File: src/rtl/hdmi_pixel_source.sv
// 640x480@60 timing generator that pulls RGB pixels from a valid/ready stream and
// drives registered, mutually aligned pixel/sync/enable outputs to the TMDS encoders.
module hdmi_pixel_source #(
   parameter int          H_ACTIVE   = 640,
   parameter int          H_FP       = 16,
   parameter int          H_SYNC     = 96,
   parameter int          H_BP       = 48,
   parameter int          V_ACTIVE   = 480,
   parameter int          V_FP       = 10,
   parameter int          V_SYNC     = 2,
   parameter int          V_BP       = 33,
   parameter logic [23:0] FILL_COLOR = 24'hFF00FF
) (
   input  logic        pixclk,
   input  logic        reset,
   input  logic [23:0] s_data,
   input  logic        s_sof,
   input  logic        s_valid,
   output logic        s_ready,
   output logic [7:0]  red,
   output logic [7:0]  green,
   output logic [7:0]  blue,
   output logic        hSync,
   output logic        vSync,
   output logic        DrawArea,
   output logic        locked,
   output logic [15:0] underflow_cnt
);

   localparam int H_TOTAL = H_ACTIVE + H_FP + H_SYNC + H_BP;
   localparam int V_TOTAL = V_ACTIVE + V_FP + V_SYNC + V_BP;
   localparam int XW      = $clog2(H_TOTAL);
   localparam int YW      = $clog2(V_TOTAL);

   localparam logic [XW-1:0] X_ACT  = XW'(H_ACTIVE);
   localparam logic [XW-1:0] X_HS0  = XW'(H_ACTIVE + H_FP);
   localparam logic [XW-1:0] X_HS1  = XW'(H_ACTIVE + H_FP + H_SYNC);
   localparam logic [XW-1:0] X_LAST = XW'(H_TOTAL - 1);
   localparam logic [YW-1:0] Y_ACT  = YW'(V_ACTIVE);
   localparam logic [YW-1:0] Y_VS0  = YW'(V_ACTIVE + V_FP);
   localparam logic [YW-1:0] Y_VS1  = YW'(V_ACTIVE + V_FP + V_SYNC);
   localparam logic [YW-1:0] Y_LAST = YW'(V_TOTAL - 1);

   typedef enum logic {WAIT_SOF, RUN} state_t;

   state_t        state, state_n;
   logic [XW-1:0] counter_x;
   logic [YW-1:0] counter_y;
   logic          under_seen, under_seen_n;
   logic [23:0]   rgb_n;
   logic          fill;
   logic          active, at_origin, line_end, frame_end;

   assign active    = (counter_x < X_ACT) && (counter_y < Y_ACT);
   assign at_origin = (counter_x == '0) && (counter_y == '0);
   assign line_end  = (counter_x == X_LAST);
   assign frame_end = line_end && (counter_y == Y_LAST);

   always_comb begin
      state_n      = state;
      under_seen_n = under_seen;
      s_ready      = 1'b0;
      rgb_n        = '0;
      fill         = 1'b0;
      case (state)
         WAIT_SOF: begin
            // non-SOF pixels are flushed; the SOF pixel waits for the frame origin
            s_ready      = s_valid && (!s_sof || at_origin);
            under_seen_n = 1'b0;
            if (at_origin && s_valid && s_sof) begin
               rgb_n   = s_data;
               state_n = RUN;
            end
         end
         RUN: begin
            if (active) begin
               if (s_valid && (!s_sof || at_origin)) begin
                  s_ready = 1'b1;
                  rgb_n   = s_data;
               end else begin
                  rgb_n = FILL_COLOR;
                  fill  = 1'b1;
                  if (!s_valid) under_seen_n = 1'b1;
                  else          state_n      = WAIT_SOF;  // SOF arrived early: misaligned
               end
            end
         end
         default: state_n = WAIT_SOF;
      endcase
      // a frame that starved is abandoned so the source can re-align cleanly
      if (frame_end) begin
         if (under_seen) state_n = WAIT_SOF;
         under_seen_n = 1'b0;
      end
   end

   always_ff @(posedge pixclk) begin
      if (reset) begin
         state         <= WAIT_SOF;
         counter_x     <= '0;
         counter_y     <= '0;
         under_seen    <= 1'b0;
         red           <= '0;
         green         <= '0;
         blue          <= '0;
         hSync         <= 1'b0;
         vSync         <= 1'b0;
         DrawArea      <= 1'b0;
         locked        <= 1'b0;
         underflow_cnt <= '0;
      end else begin
         state      <= state_n;
         under_seen <= under_seen_n;
         locked     <= (state_n == RUN);
         if (line_end) begin
            counter_x <= '0;
            counter_y <= (counter_y == Y_LAST) ? '0 : counter_y + YW'(1);
         end else begin
            counter_x <= counter_x + XW'(1);
         end
         {red, green, blue} <= rgb_n;
         hSync    <= (counter_x >= X_HS0) && (counter_x < X_HS1);
         vSync    <= (counter_y >= Y_VS0) && (counter_y < Y_VS1);
         DrawArea <= active;
         if (fill && (underflow_cnt != 16'hFFFF))
            underflow_cnt <= underflow_cnt + 16'd1;
      end
   end

endmodule
File: config.mk
export PLATFORM = sky130hd
export DESIGN_NAME = hdmi_pixel_source
export DESIGN_NICKNAME = d
export VERILOG_FILES = /design/src/rtl/hdmi_pixel_source.sv
export SDC_FILE = /design/constraint.sdc
export NUM_CORES = 1
export LEC_CHECK = 0
export ABC_CLOCK_PERIOD_IN_PS = 2700
export CAP_MARGIN = 5
export CORE_UTILIZATION = 48
export DETAILED_ROUTE_END_ITERATION = 8
export PLACE_DENSITY = 0.86
export SETUP_SLACK_MARGIN = 0.02
export SKIP_CTS_REPAIR_TIMING = 1
export SLEW_MARGIN = 10
export SYNTH_ARGS = -nofsm -noshare
export SYNTH_HDL_FRONTEND = slang
export SYNTH_SLANG_ARGS = --single-unit
File: constraint.sdc
create_clock -name pixclk -period 2.7 [get_ports pixclk]
set_clock_uncertainty 0.15 [all_clocks]
set_input_delay 0.54 -clock pixclk [delete_from_list [all_inputs] [get_ports pixclk]]
set_output_delay 0.54 -clock pixclk [all_outputs]
set_load 0.005 [all_outputs]
==> results of run 1 <==
==> metal layers <==
metal / global-route usage, % / share of wire, % / routed length (µm)
met4: 11.3 / 2.2 / 140
met1: 25.6 / 42 / 2710
met5: 0 / 0 / 0
met2: 37.7 / 52 / 3350
met3: 6.16 / 3.7 / 238
==> logic make-up (layout without fill, tap and decap cells) <==
logic type      count (synthesis)  in the layout  share of synthesized area (%)
buf+inv                        22            105                           3.72
flops                          65             65                           46.6
mux                             2              2                          0.762
fa+ha+maj                       5              5                           2.24
compound gates                 42             42                           10.2
simple gates                  163            163                           31.4
xor+xnor                       16             16                           5.02
==> through the flow <==
| step | setup TNS [ns] | instance area, µm² | hold slack, ns |
|---|---|---|---|
| after floorplan | 0 | 2790 | 0.269 |
| after global placement | 0 | 3600 | 0.277 |
| after detailed placement | 0 | 3600 | 0.281 |
| after CTS | -0.190 | 3770 | 0.291 |
| after global routing | 0 | 3800 | 0.321 |
| final | 0 | 3800 | 0.292 |
==> area by class of cell <==
type | instances | area share (%)
Multi-Input combinational cell | 228 | 37.3
Clock inverter | 3 | 0.461
Sequential cell | 65 | 34.3
Timing Repair Buffer | 82 | 21.0
Tap cell | 72 | 2.37
Inverter | 8 | 0.790
Clock buffer | 12 | 3.82
==> flip-flops by register name (all words and copies together) (netlist names) <==
| name | flops |
|---|---|
| DrawArea | 1 |
| blue | 8 |
| counter_x | 10 |
| counter_y | 10 |
| green | 8 |
| hSync | 1 |
| red | 8 |
| state | 1 |
| under_seen | 1 |
| underflow_cnt | 16 |
| vSync | 1 |
==> synthesized netlist by cell type (2+ instances only) <==
| library cell | instances | share of area, % |
|---|---|---|
| xor2_1 | 11 | 3.5 |
| nor4_1 | 2 | 0.45 |
| or4_1 | 4 | 1.1 |
| o31ai_1 | 2 | 0.54 |
| and3_1 | 11 | 2.5 |
| nor3_1 | 4 | 0.72 |
| a21oi_1 | 15 | 2.7 |
| o21ai_0 | 12 | 2.2 |
| nor2_1 | 64 | 8.6 |
| nor3_2 | 2 | 0.72 |
| xnor2_1 | 5 | 1.6 |
| dfxtp_1 | 65 | 47 |
| o21ai_1 | 2 | 0.36 |
| nor4_2 | 2 | 0.90 |
| and2_1 | 8 | 1.8 |
| nor2b_1 | 5 | 1.1 |
| o21a_1 | 2 | 0.54 |
| nand3_1 | 15 | 2.7 |
| nand4_1 | 13 | 2.9 |
| clkbuf_1 | 7 | 0.94 |
| and4_1 | 2 | 0.63 |
| inv_1 | 8 | 1.1 |
| buf_2 | 5 | 0.90 |
| ha_1 | 5 | 2.2 |
| buf_6 | 2 | 0.81 |
| or3_1 | 11 | 2.5 |
| nand2b_1 | 2 | 0.45 |
| nand2_1 | 11 | 1.5 |
==> layout by cell type, fill, tap and decap left out, types with 2 or more instances in the layout <==
| cell | n |
|---|---|
| or3_1 | 9 |
| nand2b_1 | 2 |
| dfxtp_1 | 63 |
| o21ai_0 | 12 |
| nor2_1 | 64 |
| nor2b_1 | 4 |
| xor2_1 | 11 |
| clkdlybuf4s50_1 | 71 |
| o31ai_1 | 2 |
| nor3_2 | 2 |
| nor3_1 | 4 |
| buf_4 | 10 |
| and4_1 | 2 |
| clkbuf_1 | 2 |
| nand3_1 | 15 |
| and2_1 | 8 |
| clkbuf_8 | 10 |
| or3_4 | 2 |
| clkinv_2 | 2 |
| nand2_1 | 10 |
| nand4_1 | 13 |
| a21oi_1 | 15 |
| o21a_1 | 2 |
| and3_1 | 11 |
| inv_1 | 8 |
| or4_1 | 4 |
| ha_1 | 5 |
| dfxtp_2 | 2 |
| nor4_2 | 3 |
| xnor2_1 | 5 |
==> report_power, final <==
group / total [W] / internal (W) / switching [W]
combinational: 0.000173 / 0.000101 / 0.0000728
sequential: 0.000991 / 0.000980 / 0.0000108
clock: 0.000700 / 0.000350 / 0.000349
==> worst max-delay path, stage by stage, from the launching register on <==
cell and delay (ns):
dfxtp_1 0.38, o21a_1 0.26, or3_4 0.37, nand2_1 0.10, and3_1 0.14, dlymetal6s2s_1 0.12
==> final timing paths <==
path         slack, ns                             to  depth (start not counted)
min reg2reg       0.29               state$_SDFF_PP0_                          1
min               0.29               state$_SDFF_PP0_                          1
max reg2reg       0.53  underflow_cnt[8]$_SDFFE_PP0P_                          6
max               0.30                        s_ready                          5
==> flow_metrics.py, run 1 <==
metrics = {
    "timing": {
        "fmax_ghz": 0.416,
        "min_period_over_period_pct": 89.0,
        "setup_viol": 0,
        "hold_viol_final": 0,
        "finalCriticalPeriod_ns": 2.40,
        "slew_headroom_pct": 52.3,
        "finalMaxSlewViolations": 0,
        "setup_ws_ns": 0.297,
        "rsz0062_at_grt": "no",
        "worst_pin_slew_ns": 0.716,
    },
    "cells_and_area": {
        "finalNonFillerCells": 470,
        "fillers": 433,
        "multiInputGateArea_mm2": 0.00142,
        "syn_to_final_growth_pct": 36.2,
        "utilization_pct": 68.6,
        "seqCellArea_mm2": 0.00130,
        "drive_gt1_share_pct": 11.1,
        "nets": 427,
        "diodes": 0,
    },
    "place": {
        "dp.cells": 455,
        "dp_hpwl_mm": 4.62,
        "gp_congestion": 0.829,
        "preCtsSetupSlack_ns": 0.0576,
        "io_buffers": 72,
    },
    "power_and_ir_drop": {
        "ir_worst_vdd_v": 0.000334,
        "power_w": 0.00186,
        "p_leak_nw": 1.40,
        "powerDensity_mw_per_mm2": 490,
    },
    "drt": {
        "drc": 0,
        "drt_first_pass_iters": 4,
        "wl_mm": 6.44,
        "num_vias": 2508,
        "viasPerCell": 5.34,
        "drt_iter0_markers": 75,
        "antenna_left": 0,
        "wl_per_cell_um": 13.7,
    },
    "critical_path": {
        "cp.required_ns": 2.01,
        "crit_start": "counter_x[8]$_SDFF_PP0_",
        "cp-end-kind": "output pin",
        "crit_path_start_kind": "flip-flop",
        "reg2reg_from": "state$_SDFF_PP0_",
        "crit_fanout": 6,
        "arrival_ns": 1.71,
        "critical_path_class": "flip-flop to output pin",
    },
    "global_route": {
        "grt_max_degree": 22,
        "grt_antenna_before_repair": 0,
        "grt_usage_pct": 22.3,
        "grt_overflow": 0,
        "grt_pass1_vias": 2372,
        "grt_pass1_wl_mm": 10.5,
    },
    "clocking": {
        "clockBufferDepth": 2,
        "cts_num_sinks": 65,
        "htreeDepth": 3,
        "cts_tree": "done",
        "insertion_delay_ns": 0.34,
        "cts_root_buf": "clkbuf_8",
        "path_clk_slew_ns": 0.07,
        "cts_inserted_buffers": 9,
    },
    "floorplanning": {
        "die_w_um": 78.3,
        "core_area_mm2": 0.00554,
        "die_area_mm2": 0.00612,
        "start_util_pct": 50.4,
        "die_h_um": 78.3,
        "ios": 73,
        "rows": 27,
    },
    "logic_synthesis": {
        "ys_async_sr_fraction_pct": 0,
        "synth_edf_count": 0,
        "ys_seq_area_share_pct": 46.6,
        "ys_ff_latch": 65,
        "syn_area_per_cell_um2": 8.86,
        "yosysUniqueCellTypes": 46,
        "synth.cell_area_mm2": 0.00279,
        "synth_warnings": 0,
        "netlist_instances": 315,
        "synth_top_flop_cell": "dfxtp_1",
        "syn_nets": 348,
    },
    "status": {
        "status": "finished clean",
    },
    "hold_path": {
        "hp-class": "flip-flop to flip-flop",
        "holdCritStartpoint": "under_seen$_SDFFE_PP0P_",
    },
    "flow_run": {
        "drv_cap": 0,
    },
}
No activity file was read; power rests on OpenSTA's default activity.
==> inputs of run 2 (changes only) <==
CORE_UTILIZATION = 40   (was 48)
PLACE_DENSITY = 0.75   (was 0.86)
SLEW_MARGIN = 20   (was 10)
==> run 2 against run 1 <==
  * Total power rose by 6.1%
  * Sequential share of layout area fell by 0.45 points
  * First-iteration DRC count rose by 45%
  * Non-clock buffer count rose by 1
  * Fmax fell by 0.72%
  * Count of clock-buffer cells in the layout fell by 3
  * Routed wire length fell by 4.5%
  * Clock power rose by 16%
  * Sequential power barely moved
  * Die area rose by 19%
==> flow_metrics.py, run 2 (synthesized netlist as in run 1, its figures left out) <==
metrics = {
    "status": {
        "status": "finished clean",
    },
    "drt": {
        "drt_iter0_markers": 109,
        "num_vias": 2482,
        "viasPerCell": 5.17,
        "wl_mm": 6.15,
        "antenna_left": 0,
        "drc": 0,
        "drt_first_pass_iters": 4,
        "wl_per_cell_um": 12.8,
    },
    "critical_path": {
        "crit_path_start_kind": "flip-flop",
        "crit_fanout": 4,
        "reg2reg_from": "underflow_cnt[8]$_SDFFE_PP0P_",
        "arrival_ns": 1.73,
        "critical_path_class": "flip-flop to output pin",
        "cp.required_ns": 2.01,
        "crit_start": "counter_x[6]$_SDFF_PP0_",
        "worstRegToRegCells": 4,
        "cp-end-kind": "output pin",
        "regToRegSetupSlack_ns": 0.45,
        "r2r_end": "underflow_cnt[5]$_SDFFE_PP0P_",
    },
    "cells_and_area": {
        "fillers": 622,
        "syn_to_final_growth_pct": 38.0,
        "final_cell_mix": "clkdlybuf4s50_1, nor2_1, dfxtp_1, nand3_1, a21oi_1",
        "top_register": "underflow_cnt",
        "utilization_pct": 57.0,
        "largest_reg_flops": 16,
        "diodes": 0,
        "reg_top3": "underflow_cnt (16), counter_x (10), counter_y (10)",
        "final_common_cell": "clkdlybuf4s50_1",
        "nets": 428,
        "drive_gt1_share_pct": 12.0,
    },
    "power_and_ir_drop": {
        "clkPwrFrac_pct": 41.1,
        "p_seq_share_pct": 50.1,
        "intPower_w": 0.00151,
        "power.switching_w": 0.000472,
        "pwr-share-comb_pct": 8.8,
        "p_leak_nw": 1.42,
        "p_sw_share_pct": 23.9,
        "ir_worst_vdd_v": 0.000243,
        "powerDensity_mw_per_mm2": 513,
    },
    "timing": {
        "timing.hold.ws_ns": 0.296,
        "fmax_ghz": 0.413,
        "worst_pin_slew_ns": 0.698,
        "rsz0062_at_grt": "no",
        "hold_viol_final": 0,
        "finalMaxSlewViolations": 0,
        "min_period_over_period_pct": 89.6,
        "setup_viol": 0,
        "slew_headroom_pct": 53.5,
        "finalCriticalPeriod_ns": 2.42,
    },
    "hold_path": {
        "hold_depth": 1,
        "hp-class": "flip-flop to flip-flop",
        "hold_end": "state$_SDFF_PP0_",
        "holdCritStartpoint": "under_seen$_SDFFE_PP0P_",
    },
    "clocking": {
        "htreeDepth": 3,
        "cts_num_sinks": 65,
        "cts_tree": "done",
        "cts_inserted_buffers": 9,
        "path_clk_slew_ns": 0.08,
        "insertion_delay_ns": 0.35,
        "cts_root_buf": "clkbuf_8",
        "clockBufferDepth": 2,
    },
    "place": {
        "dp_hpwl_mm": 4.45,
        "gp_congestion": 0.804,
        "io_buffers": 72,
    },
    "floorplanning": {
        "core_area_mm2": 0.00676,
        "ios": 73,
        "die_area_mm2": 0.00732,
        "rows": 30,
        "die_w_um": 85.5,
        "start_util_pct": 41.3,
        "die_h_um": 85.5,
    },
    "global_route": {
        "grt_usage_pct": 17.4,
        "grt_antenna_before_repair": 0,
        "grt_pass1_vias": 2280,
        "grt_overflow": 0,
        "grt_pass1_wl_mm": 10.1,
        "grt_max_degree": 20,
    },
    "flow_run": {
        "drv_cap": 0,
    },
}
==> run 2: changes by cell type in the layout (fill, tap and decap cells not counted) <==
cell	change
bufinv_16	+1
clkinv_4	+1
clkinvlp_4	+2
clkbuf_1	-2
buf_4	+1
clkbuf_8	-1
==> run 2: worst max-delay path, cell delays in order, from the launching register on <==
cell and delay (ns):
dfxtp_2 0.34, or3_4 0.41, nand4b_4 0.20, o21ai_2 0.14, and3_1 0.16, dlymetal6s2s_1 0.13
==> run 2: through the flow <==
| step | area [µm²] | power (W) | worst slack [ns] | cells | TNS, ns |
|---|---|---|---|---|---|
| after floorplan | 2790 | 0.00109 | 0.710 | 315 | 0 |
| after global placement | 3620 | 0.00118 | 0.0429 | 464 | 0 |
| after detailed placement | 3620 | 0.00119 | -0.0207 | 464 | -0.0248 |
| after CTS | 3820 | 0.00200 | -0.224 | 480 | -0.224 |
| after global routing | 3850 | 0.00206 | 0.199 | 480 | 0 |
| final | 3850 | 0.00198 | 0.280 | 480 | 0 |
==> run 2: power groups by stage <==
stage	Combinational [W]	Clock (W)	Sequential [W]
after floorplan	0.0000720	0	0.00101
after global placement	0.000171	0	0.00101
after detailed placement	0.000173	0	0.00101
after CTS	0.000175	0.000838	0.000990
after global routing	0.000191	0.000878	0.000992
final	0.000175	0.000813	0.000990
==> run 2: how the worst max path moves through the flow <==
stage                                           endpoint  depth (start not counted)  slack (ns)
after floorplan                                  s_ready                          4        0.71
after global placement     underflow_cnt[5]$_SDFFE_PP0P_                          6        0.04
after detailed placement   underflow_cnt[5]$_SDFFE_PP0P_                          6       -0.02
after CTS                                        s_ready                          5       -0.22
after global routing      underflow_cnt[12]$_SDFFE_PP0P_                          7        0.20
final                                            s_ready                          5        0.28
==> run 2: area by class of cell <==
cell class / count / area, µm² / share of cell area (%)
clock inverters: 7 / 71.3 / 1.85
flip-flops and latches: 65 / 1300 / 33.9
well taps: 80 / 100 / 2.60
inverters: 8 / 30.0 / 0.780
multi-input cells: 228 / 1420 / 36.8
clock buffers: 9 / 124 / 3.22
repair buffers: 83 / 806 / 20.9
==> run 2: layer usage <==
layer / routed length, µm / part of all wire (%) / vias up / track usage [%]
li1: - / - / 1256 / -
met3: 236 / 3.8 / 16 / 4.14
met1: 2600 / 42 / 1157 / 19.2
met2: 3150 / 51 / 53 / 30.9
met4: 170 / 2.8 / 0 / 9.39
met5: 0 / 0 / - / 0
==> inputs of run 3 (changes only) <==
PLACE_DENSITY = 0.68   (was 0.75)
SETUP_SLACK_MARGIN = default   (was 0.02)
==> run 3 against run 2 <==
  * Final cell count unchanged
  * Register-to-register slack better by 0.05 ns
  * Highest routed layer unchanged
  * Total power is 3.1% lower
  * Sequential power hardly changed
  * Fmax up 0.67%
  * Worst hold slack better by 0.014 ns
  * Via count rose by 0.44%
  * Critical path depth is the same
  * Die area is the same
  * Core utilization down 0.093 points
  * First-iteration DRC count shrank 28%
  * Combinational power is essentially flat
==> flow_metrics.py, run 3 (synthesized netlist as in run 1, its figures left out) <==
metrics = {
    "status": {
        "status": "finished clean",
    },
    "timing": {
        "setup_viol": 0,
        "finalMaxSlewViolations": 0,
        "slew_headroom_pct": 51.8,
        "finalCriticalPeriod_ns": 2.40,
        "worst_pin_slew_ns": 0.723,
        "rsz0062_at_grt": "no",
        "final.setup.tns_ns": 0,
        "setup_ws_ns": 0.296,
        "min_period_over_period_pct": 89.0,
        "hold_viol_final": 0,
        "fmax_ghz": 0.416,
    },
    "power_and_ir_drop": {
        "p_leak_nw": 1.41,
        "clkPwrFrac_pct": 39.2,
        "pwr-share-comb_pct": 9.1,
        "p_seq_share_pct": 51.7,
        "power.switching_w": 0.000477,
        "intPower_w": 0.00144,
        "ir_worst_vdd_v": 0.000269,
        "powerDensity_mw_per_mm2": 498,
        "p_sw_share_pct": 24.9,
    },
    "global_route": {
        "grt_usage_pct": 18.5,
        "grt_overflow": 0,
        "grt_max_degree": 21,
        "grt_pass1_wl_mm": 10.5,
        "grt_antenna_before_repair": 0,
        "grt_pass1_vias": 2353,
    },
    "hold_path": {
        "hp-class": "flip-flop to flip-flop",
    },
    "critical_path": {
        "worstRegToRegCells": 6,
        "regToRegSetupSlack_ns": 0.50,
        "critical_path_class": "flip-flop to output pin",
        "arrival_ns": 1.71,
        "endpoint": "s_ready",
        "r2r_end": "underflow_cnt[5]$_SDFFE_PP0P_",
        "crit_fanout": 4,
        "cp-end-kind": "output pin",
        "crit_path_start_kind": "flip-flop",
        "reg2reg_from": "counter_x[6]$_SDFF_PP0_",
        "cp.required_ns": 2.01,
        "crit_start": "counter_x[6]$_SDFF_PP0_",
    },
    "drt": {
        "met1Wirelength_mm": 2.89,
        "drt_first_pass_iters": 5,
        "viasPerCell": 5.19,
        "dr_wl_met3_um": 200,
        "drt_iter0_markers": 79,
        "antenna_left": 0,
        "route.met2.wl_mm": 3.16,
        "wl_mm": 6.38,
        "wl_per_cell_um": 13.3,
        "drc": 0,
        "highest_layer": "met4",
        "num_vias": 2493,
    },
    "cells_and_area": {
        "largest_reg_flops": 16,
        "fillers": 610,
        "diodes": 0,
        "utilization_pct": 56.9,
        "drive_gt1_share_pct": 11.8,
        "final_area_mm2": 0.00384,
        "final_common_cell": "clkdlybuf4s50_1",
        "syn_to_final_growth_pct": 37.7,
        "final_cell_mix": "clkdlybuf4s50_1, dfxtp_1, nor2_1, nand3_1, a21oi_1",
        "reg_top3": "underflow_cnt (16), counter_x (10), counter_y (10)",
        "top_register": "underflow_cnt",
        "nets": 428,
    },
    "floorplanning": {
        "rows": 30,
        "core_area_mm2": 0.00676,
        "start_util_pct": 41.3,
        "ios": 73,
        "die_h_um": 85.5,
        "die_w_um": 85.5,
        "die_area_mm2": 0.00732,
    },
    "place": {
        "io_buffers": 72,
        "dp_hpwl_mm": 4.60,
        "gp_congestion": 0.764,
        "preCtsSetupSlack_ns": 0.0461,
        "place_area_mm2": 0.00362,
    },
    "clocking": {
        "htreeDepth": 3,
        "insertion_delay_ns": 0.35,
        "cts_num_sinks": 65,
        "path_clk_slew_ns": 0.07,
        "cts_root_buf": "clkbuf_8",
        "clockBufferDepth": 2,
        "cts_inserted_buffers": 9,
        "cts_tree": "done",
    },
    "flow_run": {
        "drv_cap": 0,
    },
}
run 3: changes by cell type in the layout (fill, tap and decap cells not counted), sizes merged:
| cell | previous run | this run |
|---|---|---|
| bufinv | 1 | 0 |
| clkbuf | 9 | 10 |
| clkinv | 3 | 2 |
| clkinvlp | 3 | 4 |
run 3: area by class of cell:
type,count,area (µm²),area share [%]
well taps,80,100,2.60
repair buffers,83,806,21.0
multi-input cells,228,1430,37.1
clock inverters,6,43.8,1.14
inverters,8,30.0,0.781
clock buffers,10,138,3.58
flip-flops and latches,65,1300,33.9
run 3: power groups by stage:
stage / Combinational (W) / Clock [W] / Sequential [W]
2_1_floorplan: 0.0000720 / 0 / 0.00101
3_3_place_gp: 0.000171 / 0 / 0.00101
3_5_place_dp: 0.000174 / 0 / 0.00101
4_1_cts: 0.000175 / 0.000766 / 0.000991
5_1_grt: 0.000191 / 0.000815 / 0.000993
6_report: 0.000175 / 0.000750 / 0.000991
run 3: how the worst min path moves through the flow:
stage / from / slack (ns) / cells after the start / to
6_report: under_seen$_SDFFE_PP0P_ / 0.31 / 1 / state$_SDFF_PP0_
5_1_grt: under_seen$_SDFFE_PP0P_ / 0.33 / 1 / state$_SDFF_PP0_
4_1_cts: under_seen$_SDFFE_PP0P_ / 0.31 / 1 / state$_SDFF_PP0_
3_5_place_dp: counter_x[0]$_SDFF_PP0_ / 0.30 / 1 / counter_x[0]$_SDFF_PP0_
3_3_place_gp: under_seen$_SDFFE_PP0P_ / 0.29 / 1 / state$_SDFF_PP0_
2_1_floorplan: under_seen$_SDFFE_PP0P_ / 0.27 / 1 / state$_SDFF_PP0_
run 3: metrics by stage:
stage	total power (W)	std cells	hold WS (ns)
floorplan	0.00109	315	0.269
finish	0.00192	480	0.311
CTS	0.00193	480	0.311
global placement	0.00118	464	0.286
global route	0.00200	480	0.328
detailed placement	0.00119	464	0.302
run 3: metal layers:
| metal | track usage [%] | vias to the layer above |
|---|---|---|
| met1 | 22.2 | 1196 |
| met5 | 0 | - |
| met4 | 11.8 | 0 |
| li1 | - | 1249 |
| met3 | 3.95 | 9 |
| met2 | 30.3 | 39 |
run 3: worst max-delay path, cell delays in order (launching register included):
cell            delay (ns)
dfxtp_1               0.34
or3_4                 0.43
nand4b_4              0.19
o21ai_2               0.13
and3_1                0.15
dlymetal6s2s_1        0.13
